===== src/rtl/pong_ball_engine.sv =====
// Pong ball engine: advances the ball once per game tick, resolves wall and paddle
// collisions, flags scoring and sequences idle/serve/play/point.
module pong_ball_engine #(
    parameter int unsigned H_RES       = 640,
    parameter int unsigned V_RES       = 480,
    parameter int unsigned BALL_SIZE   = 8,
    parameter int unsigned PADDLE_W    = 8,
    parameter int unsigned PADDLE_H    = 64,
    parameter int unsigned PADDLE_LX   = 16,
    parameter int unsigned PADDLE_RX   = 616,
    parameter int unsigned STEP        = 2,
    parameter int unsigned SERVE_TICKS = 60
) (
    input  logic       clk,
    input  logic       rst,
    input  logic       game_clk,
    input  logic       start,
    input  logic       pause,
    input  logic [9:0] paddle_l_y,
    input  logic [9:0] paddle_r_y,
    output logic [9:0] ball_x,
    output logic [9:0] ball_y,
    output logic       dir_x,
    output logic       dir_y,
    output logic       score_l,
    output logic       score_r,
    output logic [1:0] state
);

    localparam logic [9:0]  CX        = 10'((H_RES - BALL_SIZE) / 2);
    localparam logic [9:0]  CY        = 10'((V_RES - BALL_SIZE) / 2);
    localparam logic [10:0] XMAX      = 11'(H_RES - BALL_SIZE);
    localparam logic [10:0] YMAX      = 11'(V_RES - BALL_SIZE);
    localparam logic [10:0] STEP_W    = 11'(STEP);
    localparam logic [10:0] BALL_W    = 11'(BALL_SIZE);
    localparam logic [10:0] PAD_H_W   = 11'(PADDLE_H);
    localparam logic [10:0] FACE_L    = 11'(PADDLE_LX + PADDLE_W);
    localparam logic [10:0] FACE_R    = 11'(PADDLE_RX);
    localparam logic [9:0]  HIT_L_X   = 10'(PADDLE_LX + PADDLE_W);
    localparam logic [9:0]  HIT_R_X   = 10'(PADDLE_RX - BALL_SIZE);
    localparam int unsigned CntW      = (SERVE_TICKS > 1) ? $clog2(SERVE_TICKS + 1) : 1;
    localparam logic [CntW-1:0] SERVE_LAST = CntW'(SERVE_TICKS - 1);

    typedef enum logic [1:0] {
        StIdle  = 2'b00,
        StServe = 2'b01,
        StPlay  = 2'b10,
        StPoint = 2'b11
    } state_e;

    state_e          state_q, state_d;
    logic [9:0]      x_q, x_d, y_q, y_d;
    logic            dir_x_q, dir_x_d, dir_y_q, dir_y_d;
    logic            score_l_q, score_l_d, score_r_q, score_r_d;
    logic [CntW-1:0] cnt_q, cnt_d;
    logic            s1_q, s2_q, p_q;
    logic            tick;

    // game_clk is only ever data here: synchronise, then take its rising edge.
    always_ff @(posedge clk or posedge rst) begin
        if (rst) begin
            s1_q <= 1'b0;
            s2_q <= 1'b0;
            p_q  <= 1'b0;
        end else begin
            s1_q <= game_clk;
            s2_q <= s1_q;
            p_q  <= s2_q;
        end
    end

    assign tick = s2_q & ~p_q;

    logic [10:0] x_ext, y_ext, pl_ext, pr_ext;
    logic [10:0] x_fwd, x_back, y_fwd, y_back;
    logic        overlap_l, overlap_r, hit_l, hit_r;
    logic [9:0]  x_play, y_play;
    logic        dir_x_play, dir_y_play, wall_l, wall_r;

    assign x_ext  = {1'b0, x_q};
    assign y_ext  = {1'b0, y_q};
    assign pl_ext = {1'b0, paddle_l_y};
    assign pr_ext = {1'b0, paddle_r_y};

    // Candidate play-step: both axes derived from the pre-update position.
    always_comb begin
        x_fwd      = (x_ext + STEP_W > XMAX) ? XMAX : x_ext + STEP_W;
        x_back     = (x_ext < STEP_W) ? '0 : x_ext - STEP_W;
        y_fwd      = (y_ext + STEP_W > YMAX) ? YMAX : y_ext + STEP_W;
        y_back     = (y_ext < STEP_W) ? '0 : y_ext - STEP_W;
        overlap_l  = (y_ext + BALL_W > pl_ext) && (y_ext < pl_ext + PAD_H_W);
        overlap_r  = (y_ext + BALL_W > pr_ext) && (y_ext < pr_ext + PAD_H_W);
        hit_l      = (x_ext >= FACE_L) && (x_back <= FACE_L) && overlap_l;
        hit_r      = (x_ext + BALL_W <= FACE_R) && (x_fwd + BALL_W >= FACE_R) && overlap_r;
        wall_l     = 1'b0;
        wall_r     = 1'b0;
        x_play     = x_q;
        dir_x_play = dir_x_q;

        if (dir_y_q) begin
            y_play     = 10'(y_fwd);
            dir_y_play = (y_fwd != YMAX);
        end else begin
            y_play     = 10'(y_back);
            dir_y_play = (y_back == '0);
        end

        if (dir_x_q) begin
            if (hit_r) begin
                x_play     = HIT_R_X;
                dir_x_play = 1'b0;
            end else begin
                x_play     = 10'(x_fwd);
                dir_x_play = 1'b1;
                wall_r     = (x_fwd == XMAX);
            end
        end else begin
            if (hit_l) begin
                x_play     = HIT_L_X;
                dir_x_play = 1'b1;
            end else begin
                x_play     = 10'(x_back);
                dir_x_play = 1'b0;
                wall_l     = (x_back == '0);
            end
        end
    end

    always_comb begin
        state_d   = state_q;
        x_d       = x_q;
        y_d       = y_q;
        dir_x_d   = dir_x_q;
        dir_y_d   = dir_y_q;
        cnt_d     = cnt_q;
        score_l_d = 1'b0;
        score_r_d = 1'b0;

        unique case (state_q)
            StIdle: begin
                x_d = CX;
                y_d = CY;
                if (start) begin
                    state_d = StServe;
                    cnt_d   = '0;
                end
            end
            StServe: begin
                x_d = CX;
                y_d = CY;
                if (tick && !pause) begin
                    cnt_d = cnt_q + CntW'(1);
                    if (cnt_q == SERVE_LAST) begin
                        state_d = StPlay;
                    end
                end
            end
            StPlay: begin
                if (tick && !pause) begin
                    x_d     = x_play;
                    y_d     = y_play;
                    dir_x_d = dir_x_play;
                    dir_y_d = dir_y_play;
                    if (wall_r) begin
                        score_l_d = 1'b1;
                        state_d   = StPoint;
                    end else if (wall_l) begin
                        score_r_d = 1'b1;
                        state_d   = StPoint;
                    end
                end
            end
            StPoint: begin
                if (tick) begin
                    state_d = StServe;
                    cnt_d   = '0;
                    x_d     = CX;
                    y_d     = CY;
                    // The frozen ball sits on the wall that was reached, which names the scorer.
                    dir_x_d = ({1'b0, x_q} == XMAX);
                end
            end
            default: state_d = StIdle;
        endcase
    end

    always_ff @(posedge clk or posedge rst) begin
        if (rst) begin
            state_q   <= StIdle;
            x_q       <= CX;
            y_q       <= CY;
            dir_x_q   <= 1'b1;
            dir_y_q   <= 1'b1;
            cnt_q     <= '0;
            score_l_q <= 1'b0;
            score_r_q <= 1'b0;
        end else begin
            state_q   <= state_d;
            x_q       <= x_d;
            y_q       <= y_d;
            dir_x_q   <= dir_x_d;
            dir_y_q   <= dir_y_d;
            cnt_q     <= cnt_d;
            score_l_q <= score_l_d;
            score_r_q <= score_r_d;
        end
    end

    assign ball_x  = x_q;
    assign ball_y  = y_q;
    assign dir_x   = dir_x_q;
    assign dir_y   = dir_y_q;
    assign score_l = score_l_q;
    assign score_r = score_r_q;
    assign state   = state_q;

endmodule


===== config.mk =====
export PLATFORM = sky130hd
export DESIGN_NAME = pong_ball_engine
export DESIGN_NICKNAME = d
export VERILOG_FILES = /design/src/rtl/pong_ball_engine.sv
export SDC_FILE = /design/constraint.sdc
export NUM_CORES = 1
export LEC_CHECK = 0
export ABC_AREA = 1
export CORE_MARGIN = 2
export CORE_UTILIZATION = 60
export CTS_CLUSTER_SIZE = 30
export DETAILED_ROUTE_END_ITERATION = 8
export DONT_BUFFER_PORTS = 1
export PLACE_DENSITY = 0.81
export SLEW_MARGIN = 10
export SYNTH_ARGS = -nofsm -noshare
export SYNTH_HDL_FRONTEND = slang
export SYNTH_SLANG_ARGS = --single-unit

===== constraint.sdc =====
create_clock -name clk -period 3.6 [get_ports clk]
set_input_delay 0.72 -clock clk [delete_from_list [all_inputs] [get_ports clk]]
set_output_delay 0.72 -clock clk [all_outputs]
set_load 0.05 [all_outputs]

# Word-level counts from Yosys, hierarchy flattened
# Cells that the tools add are included.
# word_totals
reg_bits	35
latch_bits	0
ramBits	0
romBits	0
input_bits	25
output_inout_bits	26
elab_cells	111
mem_count	0
# classes
add_sub_neg	10
mul	0
div_mod_pow	0
magnitude_cmp	12
eq_ne	13
shift	0
n_mux	44
n_bitwise	2
n_reduce_logical	19
# op_table
op	count
$mux 10	8
$pmux 10 s3	2
$mux 11	4
$add 10x2->11 const B	2
$add 10x4->11 const B	2
$add 10x7->11 const B	2
$gt 11x10->1	2
$logic_not 11->1	2
$lt 10x11->1	2
$sub 10x2->11 const B	2
$lt 10x2->1 const B	2
$mux 6	3
$pmux 6 s3	1
$mux 1	17
$mux 2	7
$add 11x4->11 const B	1
$eq 11x10->1 const B	1
$ge 11x10->1 const B	1
$gt 11x10->1 const B	1
$gt 11x9->1 const B	1
$le 11x10->1 const B	1
$le 11x5->1 const B	1
$ne 11x9->1 const B	1
$eq 10x10->1 const B	1
other kinds (21)	33

# Longest topological paths before layout
# Gate-level depths: netlist of the first run.
# logic_depth
ltp_word	12
depth_mapped	23
mapped_depth_nobuf	22

# Least setup slack after synthesis of the first run
# Ideal clock, no wire load.
# synth_timing
path_type	flip-flop to flip-flop
from	reg x_q[1] (netlist: ball_x[1])
to	reg x_q[8] (netlist: ball_x[8])
setup_time_ps	77
arrival_time_ps	3195
t_required_ps	3523
slack_ps	328
path_stages_with_launch	22
path_buffers	1
period_less_slack_ps	3272
path_cell_list	dfrtp_1 > inv_1 > ha_1 > inv_1 > nand2_1 > nand2_1 > nor2_1 > nand3_1 > nand2_1 > nand2_2 > buf_6 > nand2_1 > ha_1 > inv_1 > or3_1 > o211ai_1 > nand2_1 > nand3_2 > nand3_4 > nand2_4 > nor2_1 > o21a_1
# synth_via
elab_chain_len	11
word_cells_on_any_way	21
classes_between	4 x add/sub; 6 x order compare; 7 x mux; 4 x reduce/logical
# synth_rtl
item	line_no	text
start, declared	52	logic [9:0] x_q, x_d, y_q, y_d;
start signal, assigned	190	x_q <= CX;
start signal, assigned	199	x_q <= x_d;
$add 10x2->11	87	x_fwd = (x_ext + STEP_W > XMAX) ? XMAX : x_ext + STEP_W;
$gt 11x10->1	87	
$mux 11	87	
$add 11x4->11	94	hit_r = (x_ext + BALL_W <= FACE_R) && (x_fwd + BALL_W >= FACE_R) && overlap_r;
$ge 11x10->1	94	
$logic_and 1x1->1 (2 in series)	94	
$mux 10	109	if (hit_r) begin
$mux 10 *	108	if (dir_x_q) begin
$mux 10 *	159	if (tick && !pause) begin
$pmux 10 s3 *	139	unique case (state_q)
# Every way passes the cells marked *; elsewhere a longest branch is shown, timed or not. The select of a mux whose other input is x is not followed.
# A chain may end at the register's enable or synchronous reset.

# Worst setup path in the final report of the first run
# layout_timing
from	reg x_q[2] (netlist: ball_x[2])
to	reg state_q[1] (netlist: state[1])
# layout_via
elab_chain_len	12
word_cells_on_any_way	27
classes_between	4 x add/sub; 6 x order compare; 2 x eq/ne; 9 x mux; 6 x reduce/logical
# layout_rtl
item	line_no	text
$add 10x2->11	87	
$gt 11x10->1	87	
$mux 11	87	
$add 11x4->11	94	
$ge 11x10->1	94	
$logic_and 1x1->1 (2 in series)	94	
$mux 1	109	
$mux 1	108	
$mux 2	164	if (wall_r) begin
$mux 2	159	
$pmux 2 s4	139	
end signal, assigned	189	state_q <= StIdle;
end signal, assigned	198	state_q <= state_d;
end, declared	51	state_e state_q, state_d;
# Several ways; a longest one is shown, not always the timed one. The select of a mux whose other input is x is not followed.

==> metrics.md, run 1 <==
| Metric | Value |
|---|---|
| Outcome | `complete, no violations` |
| Adder-cell share of the synthesized area | `0.155` |
| Row count | `29` |
| Power per Cell Area | `approximately 360 nW/um2` |
| Syn nets | `670` |
| Root buf cell | `clkbuf_8` |
| Most common cell after layout, fill and taps aside | `nand2_1` |
| Deepest clock path buffer count | `2` |
| Final setup margin | `249 ps` |
| Hold Crit Class | `reg2reg` |
| Syn Area/Cell | `6.77 um2` |
| Worst setup path startpoint | `ball_x[2]$_DFFE_PP1P_` |
| Wirelength, routed | `~11 mm` |
| Slew of the pin with the lowest slew margin | `just under 700 ps` |
| Switch share | `0.453` |
| Final critical-path share of the clock period | `0.931` |
| Worst path required time | `3840 ps` |
| Core area | `6420 um2` |
| Critical Path Fanout Max | `11` |
| Detail Route Antenna Nets | `0` |
| Synth Area in Compound Gates | `0.147` |
| Worst setup SP type | `flop` |
| Die width | `86.0 um` |
| CTS H-tree lvls | `2` |
| Largest net degree at the start of global routing | `20` |
| Initial antenna violation count | `0` |
| GR Overflow Total | `0` |
| Fin cells | `slightly below 700` |
| Number of buffers created by CTS | `5` |
| CTS tree | `yes` |
| IO Pins | `a little over 50` |
| Worst r2r path cells | `20` |
| Post-Synth XOR/XNOR Area | `0.0500` |
| Critical path capture point type | `flop` |
| Net Switching | `0.707 mW` |
| RSZ-0062 raised after global routing | `no` |
| Clock network fraction of design power | `0.235` |
| Fraction of layout cells with a size suffix above 1 | `0.118` |
| Final setup fails | `0` |
| Post-synth EDFFs | `0` |
| FF-to-FF Start | `ball_x[2]$_DFFE_PP1P_` |
| Hold Crit Depth | `0` |
| Pint | `0.854 mW` |
| Post-synthesis mux area share | `0` |
| Synth top area share | `0.155` |
| Die footprint | `7390 um2` |
| Top FF cell, synth | `dfrtp_1` |
| Synth Cell Area | `4030 um2` |
| Post-DR vias/cell | `5.95` |
| Largest family of logic cells by synthesized area | `simple AND/OR/NAND/NOR gates` |
| Hold Buf Count CTS | `0` |
| Synth unique cells | `51` |
| Via count | `4134` |
| Worst rel slew slack | `0.536` |
| Syn Inst Count | `595` |
| Ant diodes | `0` |
| Vias in the first global route | `3959` |
| Gpl congestion | `1.02` |
| # port buffers | `0` |
| Global-route wire length before repair | `18.1 mm` |
| Setup Skew | `between 4 and 5 ps` |
| Seq pwr share | `0.363` |
| FILL cells | `555` |
| Drt pass-1 iters | `5` |
| Total global-route track usage | `0.303` |
| Post-synthesis register bit count | `35` |
| Post-route core utilization | `0.681` |
| Area Overhead vs Synth | `8.60%` |
| DP Worst Slack | `around 300 ps` |
| Post-DP HPWL | `8.54 mm` |
| Clk slew on worst S/H paths | `approximately 70 ps` |
| Cell taking the most area after synthesis | `ha_1` |
| Fin. max-slew vios | `0` |
| Max Cap Violations | `0` |
| Drc violations | `0` |
| Post-synthesis sequential area ratio | `0.221` |
| Combinational fraction of design power | `0.402` |
| Worst-Skew Late Latency | `300 ps` |
| Final nets | `around 690` |
| Synth area leaders | `ha_1 (16%), dfrtp_1 (14%), nand2_1 (11%), inv_1 (9.1%), dfstp_2 (7.8%)` |
| Drt wl/cell | `15.6 um` |
| FMAX | `298 MHz` |
| Ys Warns | `0` |
| Initial core utilization | `0.628` |
| Post-Synth Simple-Gate Area | `0.325` |
| # clock sinks | `35` |
| Commonest cells after routing, fill and taps aside | `nand2_1 (120), inv_1 (98), nor2_1 (62), ha_1 (49), nand3_1 (45)` |
| CP arrival | `3590 ps` |
| Max rail drop VDD | `~0.00062 V` |
| Hold Vio Cnt, Final | `0` |
| Setup TNS | `0 ps` |
| Leakage power | `around 2.2 nW` |
| Die extent in y | `86.0 um` |
| Post-layout minimum cycle time | `3350 ps` |
| CP Class | `reg2reg` |
| Initial DRC count | `386` |
| Min-delay src | `s1_q$_DFF_PP0_` |
| Post-synth ARST share | `1.00` |
| Placed cell count | `686` |
-- flip-flops by register name, indices dropped and copies added, names as in the netlist --
name	cells
s1_q	1
p_q	1
dir_y	1
s2_q	1
dir_x	1
ball_x	10
cnt_q	6
state	2
ball_y	10
score_r	1
score_l	1
-- timing repair --
action / 4_1_cts / 5_1_grt
setup endpoints to repair: 0 / 13
buffers inserted: 0 / 1
resized for setup: 0 / 5
-- power groups by stage --
stage               clock (mW)  combinational (mW)  sequential, mW
floorplan                    0               0.477           0.554
global placement             0               0.601           0.568
detailed placement           0               0.610           0.571
CTS                      0.369               0.617           0.564
global route             0.391               0.715           0.572
finish                   0.367               0.628           0.567
-- cell families (layout without fill, tap and decap cells) --
| family | Yosys count | after routing |
|---|---|---|
| and+or+nand+nor | 283 | 283 |
| buffers and inverters | 106 | 129 |
| AOI/OAI and AO/OA | 98 | 98 |
| adders and majority gates | 50 | 50 |
| DFF | 35 | 35 |
| xor gates and xnor gates | 23 | 23 |
-- path summary, 6_finish.rpt --
kind | end | slack [ps]
setup / recovery | state[1]$_DFFE_PP0P_ | 250
hold / removal | s2_q$_DFF_PP0_ | 350
setup reg to reg | state[1]$_DFFE_PP0P_ | 250
hold reg to reg | s2_q$_DFF_PP0_ | 350
max in group asynchronous | ball_y[7]$_DFFE_PP1P_ | 2540
min in group asynchronous | cnt_q[3]$_DFFE_PP0P_ | 380
-- metal layers --
metal  part of all wire  wire length [um]  vias up  GRT usage
met4              0.021               229        0     0.0909
met2               0.44              4730      210      0.469
met5                  0                 0        -          0
met1               0.45              4890     1882      0.432
met3              0.091               982       30     0.0539
li1                   -                 -     2012          -
-- critical path, stage by stage (launching register included) --
cell and delay, ps:
dfstp_2 600, buf_4 140, ha_1 140, inv_1 60
nor2_2 120, nand3_1 110, xor2_1 260, nand2_2 150
nand2_4 170, nand2_1 110, ha_2 270, or3_1 340
o211ai_1 160, nand2_1 90, nand3_2 90, nand3_4 130
nand3_4 120, nand2_4 60, nand2_2 60, nand2_1 50
nand2_1 70
-- layout make-up --
cell class | instances | area (um2) | area share
clock buffer | 5 | 68.8 | 0.0157
sequential | 35 | 892 | 0.204
inverter | 100 | 375 | 0.0858
tap | 77 | 96.3 | 0.0220
clock inverter | 3 | 43.8 | 0.0100
timing repair buffer | 21 | 158 | 0.0360
multi-input combinational | 454 | 2740 | 0.627
-- cells in the mapped netlist, types with 3 or more instances --
cell type / count
nand4_1: 15
nor2_1: 62
xor2_1: 19
xnor2_1: 4
nand3_1: 45
o22ai_1: 6
nand2_2: 6
dfstp_2: 12
nand2_4: 3
o21ai_0: 33
nor3_1: 10
or2_2: 3
inv_1: 98
o211ai_1: 3
a21oi_1: 28
nand2_1: 122
dfrtp_1: 23
o2111ai_1: 3
o21ai_2: 3
nor3b_1: 3
a32oi_1: 3
a211oi_1: 3
ha_1: 50
-- metrics by stage --
step	hold WS (ps)	instance area, um2	total power [mW]
final	352	4380	1.56
after global routing	358	4380	1.68
after CTS	355	4360	1.55
after detailed placement	344	4240	1.18
after global placement	340	4240	1.17
after floorplan	331	4030	1.03
Power figures use the tool's default switching activity.
==> inputs of run 2 (changes only) <==
==> constraint.sdc (replaced) <==
create_clock -name clk -period 3.25 [get_ports clk]
set_input_delay 0.65 -clock clk [delete_from_list [all_inputs] [get_ports clk]]
set_output_delay 0.65 -clock clk [all_outputs]
set_load 0.05 [all_outputs]
==> metrics.md, run 2 (synthesis gave the netlist of run 1 again) <==
| Metric | Value |
|---|---|
| Core area | `6420 um2` |
| Critical Path Slowest Stage Cell | `dfstp_2` |
| Hold Vio Cnt, Final | `0` |
| Max Cap Violations | `0` |
| FF-to-FF Start | `ball_x[4]$_DFFE_PP1P_` |
| R2r setup slk | `roughly 4.4 ps` |
| CTS H-tree lvls | `2` |
| Root buf cell | `clkbuf_8` |
| Max stage delay on crit path | `640 ps` |
| Worst path required time | `3480 ps` |
| Drt pass-1 iters | `6` |
| Most common cell after layout, fill and taps aside | `nand2_1` |
| Global-route wire length before repair | `18.6 mm` |
| Worst setup path startpoint | `ball_x[4]$_DFFE_PP1P_` |
| Worst setup SP type | `flop` |
| Row count | `29` |
| Clk slew on worst S/H paths | `70 ps` |
| Wirelength, routed | `approximately 12 mm` |
| CTS tree | `yes` |
| Detail Route Antenna Nets | `0` |
| # port buffers | `0` |
| Power per Cell Area | `approximately 390 nW/um2` |
| Largest net degree at the start of global routing | `25` |
| R2r endpoint | `ball_x[8]$_DFFE_PP1P_` |
| Fraction of layout cells with a size suffix above 1 | `0.172` |
| Post-DR vias/cell | `6.00` |
| # clock sinks | `35` |
| Final setup fails | `0` |
| Fin cells | `around 710` |
| Setup TNS | `0 ps` |
| Drt wl/cell | `16.3 um` |
| CP most frequent cell | `nand2_1` |
| Outcome | `complete, no violations` |
| Total global-route track usage | `0.314` |
| Placed cell count | `693` |
| Ant diodes | `0` |
| Initial core utilization | `0.628` |
| Footprint of the multi-input gates | `around 2900 um2` |
| Final nets | `708` |
| Die footprint | `7390 um2` |
| GR Overflow Total | `0` |
| Critical Path Fanout Max | `7` |
| Final setup margin | `4.38 ps` |
| DP Worst Slack | `-45.7 ps` |
| Hold Crit Class | `reg2reg` |
| RSZ-0062 raised after global routing | `yes` |
| Post-DP HPWL | `~9 mm` |
| Vias in the first global route | `roughly 4000` |
| CP endpoint | `ball_x[8]$_DFFE_PP1P_` |
| CP arrival | `around 3500 ps` |
| Hold Buf Count CTS | `0` |
| Commonest cells after routing, fill and taps aside | `nand2_1 (113), inv_1 (96), nor2_1 (57), ha_1 (47), nand3_1 (43)` |
| Final critical-path share of the clock period | `0.999` |
| Deepest clock path buffer count | `2` |
| Die extent in y | `between 80 and 90 um` |
| Cells along the critical path | `nand2_1 > nor2_2 > nand2_1 > nand2_1 > nand3_1 > nor2_1 > nand2_2 > nand2_4 > nand2_4 > ha_4 > or3_1 > o211ai_1 > nand2_1 > nand3_2 > nand3_4 > nand2_4 > nor2_2 > o21a_1` |
| Fin. max-slew vios | `0` |
| Leakage power | `around 2.3 nW` |
| CP Class | `reg2reg` |
| Setup Skew | `2.86 ps` |
| Sequential cell area | `a little under 900 um2` |
| FMAX | `308 MHz` |
| Die width | `around 86 um` |
| Initial DRC count | `363` |
| Drc violations | `0` |
| Worst-Skew Late Latency | `300 ps` |
| Gpl congestion | `1.08` |
| IO Pins | `51` |
| Worst rel slew slack | `0.361` |
| Slew of the pin with the lowest slew margin | `958 ps` |
| Tot Pwr | `about 1.8 mW` |
| Initial antenna violation count | `0` |
| Area Overhead vs Synth | `14.8%` |
| Post-layout minimum cycle time | `3250 ps` |
| Via count | `4269` |
| Number of buffers created by CTS | `5` |
| Worst r2r path cells | `18` |
| Critical path capture point type | `flop` |
| FILL cells | `527` |
| Max rail drop VDD | `approximately 0.00051 V` |
==> run 2: changes by cell type in the layout (fill, tap and decap cells not counted), sizes merged <==
cell	previous run	this run
clkbuf	5	6
buf	21	37
clkinv	3	2
==> run 2: worst min path at each step <==
| stage | to | cells past startpoint | start | slack [ps] |
|---|---|---|---|---|
| global route | s2_q$_DFF_PP0_ | 0 | s1_q$_DFF_PP0_ | 360 |
| CTS | s2_q$_DFF_PP0_ | 0 | s1_q$_DFF_PP0_ | 360 |
| global placement | s2_q$_DFF_PP0_ | 0 | s1_q$_DFF_PP0_ | 340 |
| detailed placement | s2_q$_DFF_PP0_ | 0 | s1_q$_DFF_PP0_ | 340 |
| floorplan | s2_q$_DFF_PP0_ | 0 | s1_q$_DFF_PP0_ | 330 |
| finish | s2_q$_DFF_PP0_ | 0 | s1_q$_DFF_PP0_ | 350 |
==> run 2: timing repair <==
action	4_1_cts	5_1_grt
resized for setup	3	33
pin swaps	0	21
setup buffers	1	9
endpoints found under the setup margin	9	14
==> run 2: where the power goes <==
part | internal [mW] | switching, mW | leakage (nW)
logic | 0.271 | 0.487 | 1.83
clock network | 0.248 | 0.169 | 0.0612
registers | 0.482 | 0.148 | 0.434
total | 1.00 | 0.804 | 2.32
==> run 2: per-layer routing <==
layer	vias up	wire, um	GRT usage
li1	2041	-	-
met4	0	163	0.0794
met3	23	1100	0.0529
met1	1979	4800	0.429
met5	-	0	0
met2	226	5500	0.516
==> run 2: final cells by class <==
| cell class | count | share of cell area |
|---|---|---|
| tap | 77 | 0.0208 |
| clock buffer | 6 | 0.0179 |
| clock inverter | 2 | 0.00757 |
| multi-input combinational | 454 | 0.618 |
| timing repair buffer | 37 | 0.0609 |
| sequential | 35 | 0.193 |
| inverter | 100 | 0.0817 |
==> run 2: metrics by stage <==
stage	instance area (um2)	utilization	hold WS (ps)
after global routing	4630	0.720	358
after CTS	4430	0.690	358
after detailed placement	4300	0.669	341
after floorplan	4030	-	331
after global placement	4300	0.669	337
final	4630	0.720	355
==> run 2: worst max-delay path: cells and delay by family, from the launching register on <==
kind | cells | cell delay (ps)
AO/OA/AOI/OAI | 2 | 380
flip-flops | 1 | 640
adder cells (fa/ha/maj) | 1 | 230
AND/OR/NAND/NOR | 15 | 1940
==> inputs of run 3 (changes only) <==
--- a/config.mk
+++ b/config.mk
@@ -6,7 +6,7 @@
 export NUM_CORES = 1
 export LEC_CHECK = 0
 export ABC_AREA = 1
-export CORE_MARGIN = 2
+export CORE_MARGIN = 1
 export CORE_UTILIZATION = 60
 export CTS_CLUSTER_SIZE = 30
 export DETAILED_ROUTE_END_ITERATION = 8
==> metrics.md, run 3 (synthesis gave the netlist of run 1 again) <==
| Metric | Value |
|---|---|
| Commonest cells after routing, fill and taps aside | `nand2_1 (116), inv_1 (96), nor2_1 (60), ha_1 (46), nand3_1 (43)` |
| Post-route core utilization | `0.716` |
| Worst setup SP type | `flop` |
| Die footprint | `7050 um2` |
| CP most frequent cell | `nand2_1` |
| Final nets | `705` |
| Slew of the pin with the lowest slew margin | `a little over 700 ps` |
| Hold Crit Class | `in2async` |
| Row count | `29` |
| Clk slew on worst S/H paths | `90 ps` |
| Die extent in y | `84.0 um` |
| Fraction of layout cells with a size suffix above 1 | `0.158` |
| Gpl congestion | `0.999` |
| Power per Cell Area | `401 nW/um2` |
| IO Pins | `51` |
| Largest net degree at the start of global routing | `36` |
| Drc violations | `8` |
| Final critical-path share of the clock period | `1.03` |
| Critical path capture point type | `flop` |
| Hold Vio Cnt, Final | `0` |
| Critical Path Slowest Stage Cell | `dfstp_2` |
| Max rail drop VDD | `approximately 0.00054 V` |
| CP arrival | `3570 ps` |
| Initial core utilization | `0.628` |
| Final setup fails | `14` |
| Root buf cell | `clkbuf_8` |
| Post-DP HPWL | `8.79 mm` |
| # clock sinks | `35` |
| Outcome | `complete, but fails checks` |
| Area Overhead vs Synth | `14.1%` |
| Max stage delay on crit path | `620 ps` |
| Worst-Skew Late Latency | `about 300 ps` |
| Setup Skew | `~13 ps` |
| Post-DR vias/cell | `6.03` |
| Tot Pwr | `1.84 mW` |
| Post-layout minimum cycle time | `3330 ps` |
| Via count | `4271` |
| Leakage power | `2.31 nW` |
| Wirelength, routed | `between 10 and 15 mm` |
| Ant diodes | `0` |
| CTS H-tree lvls | `2` |
| Deepest clock path buffer count | `2` |
| Initial DRC count | `358` |
| Detail Route Antenna Nets | `0` |
| Hold Buf Count CTS | `0` |
| Vias in the first global route | `roughly 4000` |
| Worst r2r path cells | `19` |
| Initial antenna violation count | `0` |
| CP Class | `reg2reg` |
| Final setup margin | `-84.5 ps` |
| FMAX | `300 MHz` |
| Fin. max-slew vios | `0` |
| Die width | `84.0 um` |
| Violated checks | `DRC, setup timing` |
| Most common cell after layout, fill and taps aside | `nand2_1` |
| Cells along the critical path | `ha_2 > nand2_1 > nand2_1 > nand2_1 > nor2_1 > nand3_1 > nand2_2 > nand2_4 > nand2_4 > ha_4 > inv_1 > or3_1 > o211ai_1 > nand2_1 > nand3_2 > nand3_4 > nand2_4 > nor2_1 > o21a_1` |
| Drt wl/cell | `16.2 um` |
| # port buffers | `0` |
| Drt pass-1 iters | `8` |
| Worst path required time | `roughly 3500 ps` |
| Number of buffers created by CTS | `5` |
| GR Overflow Total | `0` |
| Global-route wire length before repair | `18.1 mm` |
| Total global-route track usage | `0.319` |
| Worst rel slew slack | `0.526` |
| Max Cap Violations | `0` |
| Critical Path Fanout Max | `7` |
| CTS tree | `yes` |
| Core area | `around 6400 um2` |
-- run 3: worst max-delay path: cells and delay by family, from the launching register on --
family,cells,cell delay (ps)
compound gates,2,410
fa+ha+maj,2,390
buf+inv,1,50
flops,1,620
simple gates,14,1800
-- run 3: layout make-up --
class                   count  area [um2]
clock buffers               5        68.8
inverters                 100         378
flip-flops and latches     35         892
well taps                  77        96.3
clock inverters             3        67.6
fillers                   523        1830
repair buffers             34         270
multi-input cells         454        2820
-- run 3: repair_timing --
| action | CTS | global route |
|---|---|---|
| endpoints found under the setup margin | 0 | 14 |
| buffers inserted | 0 | 10 |
| gates resized for setup | 0 | 30 |
-- run 3: per-layer routing --
| layer | GRT usage | share of wire | vias to the layer above |
|---|---|---|---|
| li1 | - | - | 2043 |
| met1 | 0.443 | 0.43 | 1970 |
| met2 | 0.529 | 0.46 | 232 |
| met3 | 0.0445 | 0.096 | 26 |
| met4 | 0.0690 | 0.016 | 0 |
| met5 | 0 | 0 | - |
-- run 3: stage by stage --
| step | instances | worst slack [ps] | hold WS, ps | setup TNS, ps | cell area, um2 |
|---|---|---|---|---|---|
| floorplan | 595 | 56.0 | 331 | 0 | 4030 |
| global placement | 690 | 197 | 342 | 0 | 4270 |
| detailed placement | 690 | 21.4 | 336 | 0 | 4270 |
| CTS | 698 | 5.88 | 357 | 0 | 4410 |
| global route | 708 | -236 | 365 | -2800 | 4600 |
| finish | 708 | -84.5 | 350 | -803 | 4600 |
-- run 3: final timing paths --
check / startpoint / slack (ps) / to
max: ball_x[2]$_DFFE_PP1P_ / -80 / ball_x[8]$_DFFE_PP1P_
min: rst / 350 / cnt_q[2]$_DFFE_PP0P_
max reg2reg: ball_x[2]$_DFFE_PP1P_ / -80 / ball_x[8]$_DFFE_PP1P_
min reg2reg: s1_q$_DFF_PP0_ / 360 / s2_q$_DFF_PP0_
max in group asynchronous: rst / 2540 / dir_x$_DFFE_PP1P_
min in group clk: s1_q$_DFF_PP0_ / 360 / s2_q$_DFF_PP0_
-- run 3: power by group --
| part | total (mW) | switching [mW] | internal [mW] |
|---|---|---|---|
| Sequential | 0.625 | 0.142 | 0.482 |
| Clock | 0.484 | 0.177 | 0.306 |
| Combinational | 0.735 | 0.474 | 0.261 |
